==> src/rtl/recv_ctrl_pkg.sv <==
// Shared definitions for the UART command-frame receiver.
//   - Frame header bytes and command codes
//   - Default payload depth
//   - Frame-parser state encoding
//   - Saturating 8-bit increment helper for error counters
package recv_ctrl_pkg;

  localparam int unsigned MaxLenDefault  = 16;
  localparam int unsigned TimeoutDefault = 110592;  // 1 ms at 110.592 MHz

  localparam logic [7:0] Hdr0Default    = 8'hEB;
  localparam logic [7:0] Hdr1Default    = 8'h90;
  localparam logic [7:0] CmdBaudDefault = 8'h01;

  typedef enum logic [2:0] {
    StH0,
    StH1,
    StCmd,
    StLen,
    StData,
    StChk
  } rx_state_e;

  function automatic logic [7:0] sat_inc8(input logic [7:0] val);
    return (val == 8'hFF) ? val : val + 8'd1;
  endfunction

endpackage

==> src/rtl/uart_byte_fetch.sv <==
// Read handshake for a non-showahead byte FIFO.
//   clk_i / rst_ni   : clock, synchronous active-low reset
//   ena_i            : allow new reads (a read already issued still completes)
//   fifo_empty_i     : FIFO empty flag
//   fifo_ren_o       : FIFO read strobe, never asserted while empty
//   fifo_rdata_i     : FIFO data, valid the cycle after the strobe
//   byte_o/byte_vld_o: fetched byte and its one-cycle valid
// At most one byte every two cycles: a new strobe waits for the pending one to land.
module uart_byte_fetch (
  input  logic       clk_i,
  input  logic       rst_ni,
  input  logic       ena_i,
  input  logic       fifo_empty_i,
  output logic       fifo_ren_o,
  input  logic [7:0] fifo_rdata_i,
  output logic [7:0] byte_o,
  output logic       byte_vld_o
);

  logic rd_pend_d, rd_pend_q;

  always_comb begin
    // Gated by reset so no byte is pulled from the FIFO while it would be discarded.
    fifo_ren_o = rst_ni & ena_i & ~fifo_empty_i & ~rd_pend_q;
    rd_pend_d  = fifo_ren_o;
  end

  always_ff @(posedge clk_i) begin
    if (!rst_ni) begin
      rd_pend_q <= 1'b0;
    end else begin
      rd_pend_q <= rd_pend_d;
    end
  end

  assign byte_o     = fifo_rdata_i;
  assign byte_vld_o = rd_pend_q;

endmodule

==> src/rtl/recv_ctrl_uart.sv <==
// UART command-frame receiver.
// Frame: HDR0 HDR1 CMD LEN PAYLOAD[LEN] CHK, CHK = 8-bit sum of CMD, LEN and payload.
//   clk, rst (sync active-low), ena       : clock, reset, fetch/timeout enable
//   rx_fifo_empty/ren/rdata               : non-showahead RX FIFO read port
//   cmd_valid, cmd_code, cmd_len          : pulse and header of last good frame
//   cmd_raddr -> cmd_rdata                : combinational read of the shadow payload buffer
//   latch_baud, baud_word                 : baud-change command result
//   chk_err_cnt, frm_err                  : saturating checksum error count, error pulse
module recv_ctrl_uart
  import recv_ctrl_pkg::*;
#(
  parameter int unsigned MAX_LEN  = MaxLenDefault,
  parameter int unsigned TIMEOUT  = TimeoutDefault,
  parameter logic [7:0]  HDR0     = Hdr0Default,
  parameter logic [7:0]  HDR1     = Hdr1Default,
  parameter logic [7:0]  CMD_BAUD = CmdBaudDefault
) (
  input  logic                       clk,
  input  logic                       rst,
  input  logic                       ena,
  input  logic                       rx_fifo_empty,
  output logic                       rx_fifo_ren,
  input  logic [7:0]                 rx_fifo_rdata,
  output logic                       cmd_valid,
  output logic [7:0]                 cmd_code,
  output logic [7:0]                 cmd_len,
  input  logic [$clog2(MAX_LEN)-1:0] cmd_raddr,
  output logic [7:0]                 cmd_rdata,
  output logic                       latch_baud,
  output logic [15:0]                baud_word,
  output logic [7:0]                 chk_err_cnt,
  output logic                       frm_err
);

  localparam int unsigned AW = $clog2(MAX_LEN);
  localparam int unsigned TW = $clog2(TIMEOUT);
  localparam logic [TW-1:0] TmoLast = TW'(TIMEOUT - 1);

  logic [7:0] rx_byte;
  logic       byte_vld;

  uart_byte_fetch u_fetch (
    .clk_i        (clk),
    .rst_ni       (rst),
    .ena_i        (ena),
    .fifo_empty_i (rx_fifo_empty),
    .fifo_ren_o   (rx_fifo_ren),
    .fifo_rdata_i (rx_fifo_rdata),
    .byte_o       (rx_byte),
    .byte_vld_o   (byte_vld)
  );

  rx_state_e     state_d, state_q;
  logic [7:0]    idx_d, idx_q;
  logic [7:0]    len_d, len_q;
  logic [7:0]    code_d, code_q;
  logic [7:0]    sum_d, sum_q;
  logic [TW-1:0] tmo_d, tmo_q;

  logic          cmd_valid_d, cmd_valid_q;
  logic          frm_err_d, frm_err_q;
  logic          latch_baud_d, latch_baud_q;
  logic [7:0]    cmd_code_d, cmd_code_q;
  logic [7:0]    cmd_len_d, cmd_len_q;
  logic [15:0]   baud_word_d, baud_word_q;
  logic [7:0]    chk_err_cnt_d, chk_err_cnt_q;

  // Payload is assembled in work_buf and only copied to out_buf on a good checksum,
  // so readers of out_buf never see a partially received frame.
  logic [7:0]    work_buf_q [MAX_LEN];
  logic [7:0]    out_buf_q  [MAX_LEN];
  logic          work_we;
  logic          out_load;

  always_comb begin
    state_d       = state_q;
    idx_d         = idx_q;
    len_d         = len_q;
    code_d        = code_q;
    sum_d         = sum_q;
    tmo_d         = tmo_q;
    cmd_valid_d   = 1'b0;
    frm_err_d     = 1'b0;
    latch_baud_d  = 1'b0;
    cmd_code_d    = cmd_code_q;
    cmd_len_d     = cmd_len_q;
    baud_word_d   = baud_word_q;
    chk_err_cnt_d = chk_err_cnt_q;
    work_we       = 1'b0;
    out_load      = 1'b0;

    if (byte_vld) begin
      // A consumed byte always wins over a coincident timeout.
      tmo_d = '0;
      unique case (state_q)
        StH0: begin
          if (rx_byte == HDR0) state_d = StH1;
        end
        StH1: begin
          if (rx_byte == HDR1) begin
            state_d = StCmd;
          end else if (rx_byte != HDR0) begin
            state_d = StH0;
          end
        end
        StCmd: begin
          code_d  = rx_byte;
          sum_d   = rx_byte;
          state_d = StLen;
        end
        StLen: begin
          len_d = rx_byte;
          sum_d = sum_q + rx_byte;
          if ({24'd0, rx_byte} > MAX_LEN) begin
            frm_err_d = 1'b1;
            state_d   = StH0;
          end else if (rx_byte == 8'd0) begin
            state_d = StChk;
          end else begin
            idx_d   = 8'd0;
            state_d = StData;
          end
        end
        StData: begin
          work_we = 1'b1;
          sum_d   = sum_q + rx_byte;
          if (idx_q == len_q - 8'd1) begin
            state_d = StChk;
          end else begin
            idx_d = idx_q + 8'd1;
          end
        end
        StChk: begin
          if (rx_byte == sum_q) begin
            out_load    = 1'b1;
            cmd_valid_d = 1'b1;
            cmd_code_d  = code_q;
            cmd_len_d   = len_q;
            if (code_q == CMD_BAUD && len_q == 8'd2) begin
              latch_baud_d = 1'b1;
              baud_word_d  = {work_buf_q[0], work_buf_q[1]};
            end
          end else begin
            frm_err_d     = 1'b1;
            chk_err_cnt_d = sat_inc8(chk_err_cnt_q);
          end
          state_d = StH0;
        end
        default: state_d = StH0;
      endcase
    end else if (state_q == StH0) begin
      tmo_d = '0;
    end else if (ena) begin
      if (tmo_q == TmoLast) begin
        tmo_d     = '0;
        frm_err_d = 1'b1;
        state_d   = StH0;
      end else begin
        tmo_d = tmo_q + 1'b1;
      end
    end
  end

  always_ff @(posedge clk) begin
    if (!rst) begin
      state_q       <= StH0;
      idx_q         <= '0;
      len_q         <= '0;
      code_q        <= '0;
      sum_q         <= '0;
      tmo_q         <= '0;
      cmd_valid_q   <= 1'b0;
      frm_err_q     <= 1'b0;
      latch_baud_q  <= 1'b0;
      cmd_code_q    <= '0;
      cmd_len_q     <= '0;
      baud_word_q   <= '0;
      chk_err_cnt_q <= '0;
      for (int unsigned i = 0; i < MAX_LEN; i++) begin
        work_buf_q[i] <= '0;
        out_buf_q[i]  <= '0;
      end
    end else begin
      state_q       <= state_d;
      idx_q         <= idx_d;
      len_q         <= len_d;
      code_q        <= code_d;
      sum_q         <= sum_d;
      tmo_q         <= tmo_d;
      cmd_valid_q   <= cmd_valid_d;
      frm_err_q     <= frm_err_d;
      latch_baud_q  <= latch_baud_d;
      cmd_code_q    <= cmd_code_d;
      cmd_len_q     <= cmd_len_d;
      baud_word_q   <= baud_word_d;
      chk_err_cnt_q <= chk_err_cnt_d;
      if (work_we) work_buf_q[idx_q[AW-1:0]] <= rx_byte;
      if (out_load) begin
        for (int unsigned i = 0; i < MAX_LEN; i++) begin
          out_buf_q[i] <= work_buf_q[i];
        end
      end
    end
  end

  always_comb begin
    cmd_rdata = 8'd0;
    if (32'(cmd_raddr) < MAX_LEN) cmd_rdata = out_buf_q[cmd_raddr];
  end

  assign cmd_valid   = cmd_valid_q;
  assign frm_err     = frm_err_q;
  assign latch_baud  = latch_baud_q;
  assign cmd_code    = cmd_code_q;
  assign cmd_len     = cmd_len_q;
  assign baud_word   = baud_word_q;
  assign chk_err_cnt = chk_err_cnt_q;

endmodule
==> config.mk <==
export PLATFORM = sky130hd
export DESIGN_NAME = recv_ctrl_uart
export DESIGN_NICKNAME = d
export VERILOG_FILES = /design/src/rtl/recv_ctrl_pkg.sv /design/src/rtl/uart_byte_fetch.sv /design/src/rtl/recv_ctrl_uart.sv
export SDC_FILE = /design/constraint.sdc
export NUM_CORES = 1
export LEC_CHECK = 0
export ABC_AREA = 1
export CAP_MARGIN = 20
export CORE_ASPECT_RATIO = 1.25
export CORE_UTILIZATION = 35
export CTS_CLUSTER_SIZE = 28
export DETAILED_ROUTE_END_ITERATION = 12
export SLEW_MARGIN = 20
export SYNTH_ARGS = -nofsm -noshare
export SYNTH_HDL_FRONTEND = slang
export SYNTH_SLANG_ARGS = --single-unit
export TNS_END_PERCENT = 50
==> constraint.sdc <==
create_clock -name clk -period 8.6 [get_ports clk]
set_input_delay 1.72 -clock clk [delete_from_list [all_inputs] [get_ports clk]]
set_output_delay 1.72 -clock clk [all_outputs]
set_load 0.02 [all_outputs]
==> out/summary.log <==
qor: status.run_status finished, final reports clean
qor: synth.ys_async_sr_fraction 0%
qor: clocking.cts_resized 0
qor: routing.drt-vias-per-instance 4.79
qor: grt.first_global_vias 10.2k
qor: routing.num_vias 10.5k
qor: pwr.power_per_cell_area 210 nW/um2
qor: synth.synth.yosys.seq_area_share 62.1%
qor: clocking.clkLatencyLatePin 530 ps
qor: timing.totalNegativeSetupSlack 0 ps
qor: timing.maxSlewViolCount 0
qor: synth.syn_inst 1563
qor: min_path.timing.hold.worst.class flop to flop
qor: timing.timing.max_slew.rel_slack 27.0%
qor: cells_and_area.area.growth.synth_to_final 15.6%
qor: placement.port_buffers 67
qor: synth.netlist_top_cells_area sky130_fd_sc_hd__edfxtp_1 50%, sky130_fd_sc_hd__dfxtp_1 12%, sky130_fd_sc_hd__nor2_1 6.3%
qor: setup_path.startpoint_type input pin
qor: pwr.cellLeakagePower 7.16 nW
qor: setup_path.crit-reg2reg-launch sum_q[5]$_SDFFE_PN0P_
qor: cells_and_area.finish.instance_area 17900 um2
qor: routing.drt-total-wl 37.1 mm
qor: clocking.post_cts_buffers 0
qor: setup_path.crit_path_arrival_time 4490 ps
qor: min_path.depth_of_the_worst_hold_timing_path 2
qor: placement.placed_cells 2134
qor: clocking.numClockSinks 352
qor: clocking.clk_path_buf_depth 3
qor: synth.syn_area_per_cell 9.89 um2
qor: synth.ys_top_cells_by_count 261 x sky130_fd_sc_hd__nor2_1, 256 x sky130_fd_sc_hd__edfxtp_1, 229 x sky130_fd_sc_hd__inv_1
qor: grt.overflow 0
qor: die.num_rows 85
qor: routing.avgRoutedWirePerCell 16.9 um
qor: cells_and_area.final_net_count 1641
qor: grt.maximum_number_of_pins_on_one_net_before_global_route_repair 94
qor: die.die_w 190 um
qor: synth.distinct_cells_synth 43
qor: setup_path.critical_path.endpoint_type primary output
qor: die.die_y 237 um
qor: cells_and_area.final.fill_count 4156
qor: routing.drtIter0Drc 766
qor: clocking.htree_levels 2
qor: placement.detailed_place_hpwl 25.0 mm
qor: grt.global_route_wire_length_before_repair 57.7 mm
qor: die.top_level_ports 68
qor: timing.hold_viol_final 0
qor: routing.first_pass_iters 6
qor: min_path.worst_hold_path.endpoint cmd_len[0]$_SDFFE_PN0P_
qor: synth.post_synth_instance_area 15500 um2
qor: clocking.tritoncts done
qor: min_path.hold_path.startpoint cmd_len[0]$_SDFFE_PN0P_
qor: routing.final_antenna_net_count 0
qor: cells_and_area.layout-drive-gt1-share 8.31%
qor: setup_path.worstPathMaxFanout 32
qor: setup_path.setup.reg_to_reg.worst_slack 5550 ps
qor: synth.synth_warnings 0
qor: setup_path.crit-reg2reg-capture out_buf_q[0][1]$_SDFFCE_PN0P_
qor: timing.fin_worst_skew 23.6 ps
qor: synth.synth_largest_area_cell sky130_fd_sc_hd__edfxtp_1
qor: synth.ys_dominant_reg_cell sky130_fd_sc_hd__edfxtp_1
qor: clocking.cts_buffers 38
qor: synth.share_of_yosys_cell_area_claimed_by_the_top_area_cell_type 49.7%
qor: timing.tightest_slew 1090 ps
qor: setup_path.critical_path_required 6880 ps
qor: clocking.cts.reportedPaths.clkPinSlew 50 ps
qor: timing.setup_viol_count_final 0
qor: job.max_cap_viol 0
qor: pwr.maximum_vdd_ir_drop 0.117 mV
qor: placement.gp_congestion 0.859
qor: grt.global_route.usage.total 16.7%
qor: clocking.clock_tree.root_cell sky130_fd_sc_hd__clkbuf_16
qor: grt.initial_antenna_violation_count 0
qor: timing.postLayoutSetupSlackWorst 2390 ps
qor: cells_and_area.n_antenna_cell 0
qor: synth.synth-seq-cells 352
qor: clocking.ctsHoldBuffers 0
qor: routing.drc_errors 0
qor: setup_path.worst-setup-path-type input pin to primary output
qor: timing.grt_setup_unrepaired no
qor: synth.postSynthNetCount 1595
qor: synth.yosysMostFrequentCell sky130_fd_sc_hd__nor2_1
qor: synth.synth-edff-count 256
qor: cells_and_area.post_layout_nonfiller_instances 2202
qor: die.floorplan.die_area 45000 um2
qor: setup_path.reg2regPathDepth 8
qor: die.initial_utilization 35.7%
qor: timing.min_period_over_period 72.2%
qor: placement.placement.setup.worst_slack 2380 ps
qor: timing.final.min_clock_period 6210 ps
qor: die.fp.coreArea 43300 um2
qor: timing.fmax 161 MHz
qor: placement.post_dp_cell_area 16600 um2
==> cells by family after synthesis <==
kind of cell	share of synthesized area, %
compound gates	8.82
xor+xnor	1.18
fa+ha+maj	1.34
buf+inv	8.32
flops	62.1
mux	2.07
simple gates	16.1
==> cell type report <==
class                      count  area, um2  area share, %
sequential                   352       9610           53.8
multi-input combinational    894       4580           25.6
clock buffer                  45       1030           5.76
inverter                     243        912           5.10
timing repair buffer          80        763           4.27
tap                          565        707           3.96
clock inverter                23        274           1.53
==> worst max-delay path by stage <==
| stage | to | from | slack [ps] |
|---|---|---|---|
| after floorplan | out_buf_q[0][0]$_SDFFCE_PN0P_ | rx_fifo_rdata[5] | 2500 |
| after global placement | cmd_rdata[3] | cmd_raddr[1] | 2480 |
| after detailed placement | cmd_rdata[5] | cmd_raddr[1] | 2380 |
| after CTS | cmd_rdata[5] | cmd_raddr[1] | 2380 |
| after global routing | cmd_rdata[3] | cmd_raddr[1] | 2150 |
| final | cmd_rdata[5] | cmd_raddr[1] | 2390 |
==> routing by layer <==
| layer | share of wire [%] | up-vias | GRT usage (%) |
|---|---|---|---|
| li1 | - | 5236 | - |
| met3 | 5.9 | 59 | 2.71 |
| met4 | 2.5 | 0 | 5.50 |
| met1 | 43 | 4965 | 21.7 |
| met2 | 49 | 278 | 28.2 |
| met5 | 0 | - | 0 |
==> sequential cells by signal, summed over array words and instances, names as in the netlist, 3 cells and up <==
register / count
baud_word: 16
code_q: 8
work_buf_q: 128
tmo_q: 17
chk_err_cnt: 8
cmd_len: 8
cmd_code: 8
idx_q: 8
sum_q: 8
out_buf_q: 128
state_q: 3
len_q: 8
==> worst max-delay path: stages <==
cell and delay [ps]:
sky130_fd_sc_hd__clkdlybuf4s50_1 940, sky130_fd_sc_hd__inv_1 610, sky130_fd_sc_hd__o211ai_1 320, sky130_fd_sc_hd__o211ai_1 130, sky130_fd_sc_hd__nand2_1 130, sky130_fd_sc_hd__clkdlybuf4s50_1 610
==> cell usage in the layout, fill, tap and decap left out, types with 8 or more instances in the layout <==
master and n:
sky130_fd_sc_hd__nor2_1 261, sky130_fd_sc_hd__edfxtp_1 256, sky130_fd_sc_hd__inv_1 229, sky130_fd_sc_hd__nand2_1 177, sky130_fd_sc_hd__a21oi_1 100, sky130_fd_sc_hd__dfxtp_1 96, sky130_fd_sc_hd__o21ai_0 87, sky130_fd_sc_hd__clkdlybuf4s50_1 65
sky130_fd_sc_hd__nand3_1 61, sky130_fd_sc_hd__clkbuf_16 39, sky130_fd_sc_hd__mux2i_1 32, sky130_fd_sc_hd__o211ai_1 32, sky130_fd_sc_hd__nand2_2 19, sky130_fd_sc_hd__o21ai_1 16, sky130_fd_sc_hd__ha_1 15, sky130_fd_sc_hd__buf_4 15
sky130_fd_sc_hd__inv_2 13, sky130_fd_sc_hd__nor3_1 12, sky130_fd_sc_hd__xor2_1 12, sky130_fd_sc_hd__nand4_1 11, sky130_fd_sc_hd__nor2_2 10, sky130_fd_sc_hd__clkinv_2 8
==> power breakdown <==
group / internal [mW] / total, mW / switching, mW
sequential: 1.87 / 1.89 / 0.0200
combinational: 0.0465 / 0.165 / 0.119
clock: 1.04 / 1.69 / 0.659
==> per-stage QoR <==
step           power, mW  utilization [%]  hold slack, ps
2_1_floorplan       2.02                -             435
3_3_place_gp        2.09             38.3             462
3_5_place_dp        2.09             38.3             470
4_1_cts             3.79             41.3             485
5_1_grt             3.87             41.3             498
6_report            3.75             41.3             477
(Power assumes the default switching activity.)
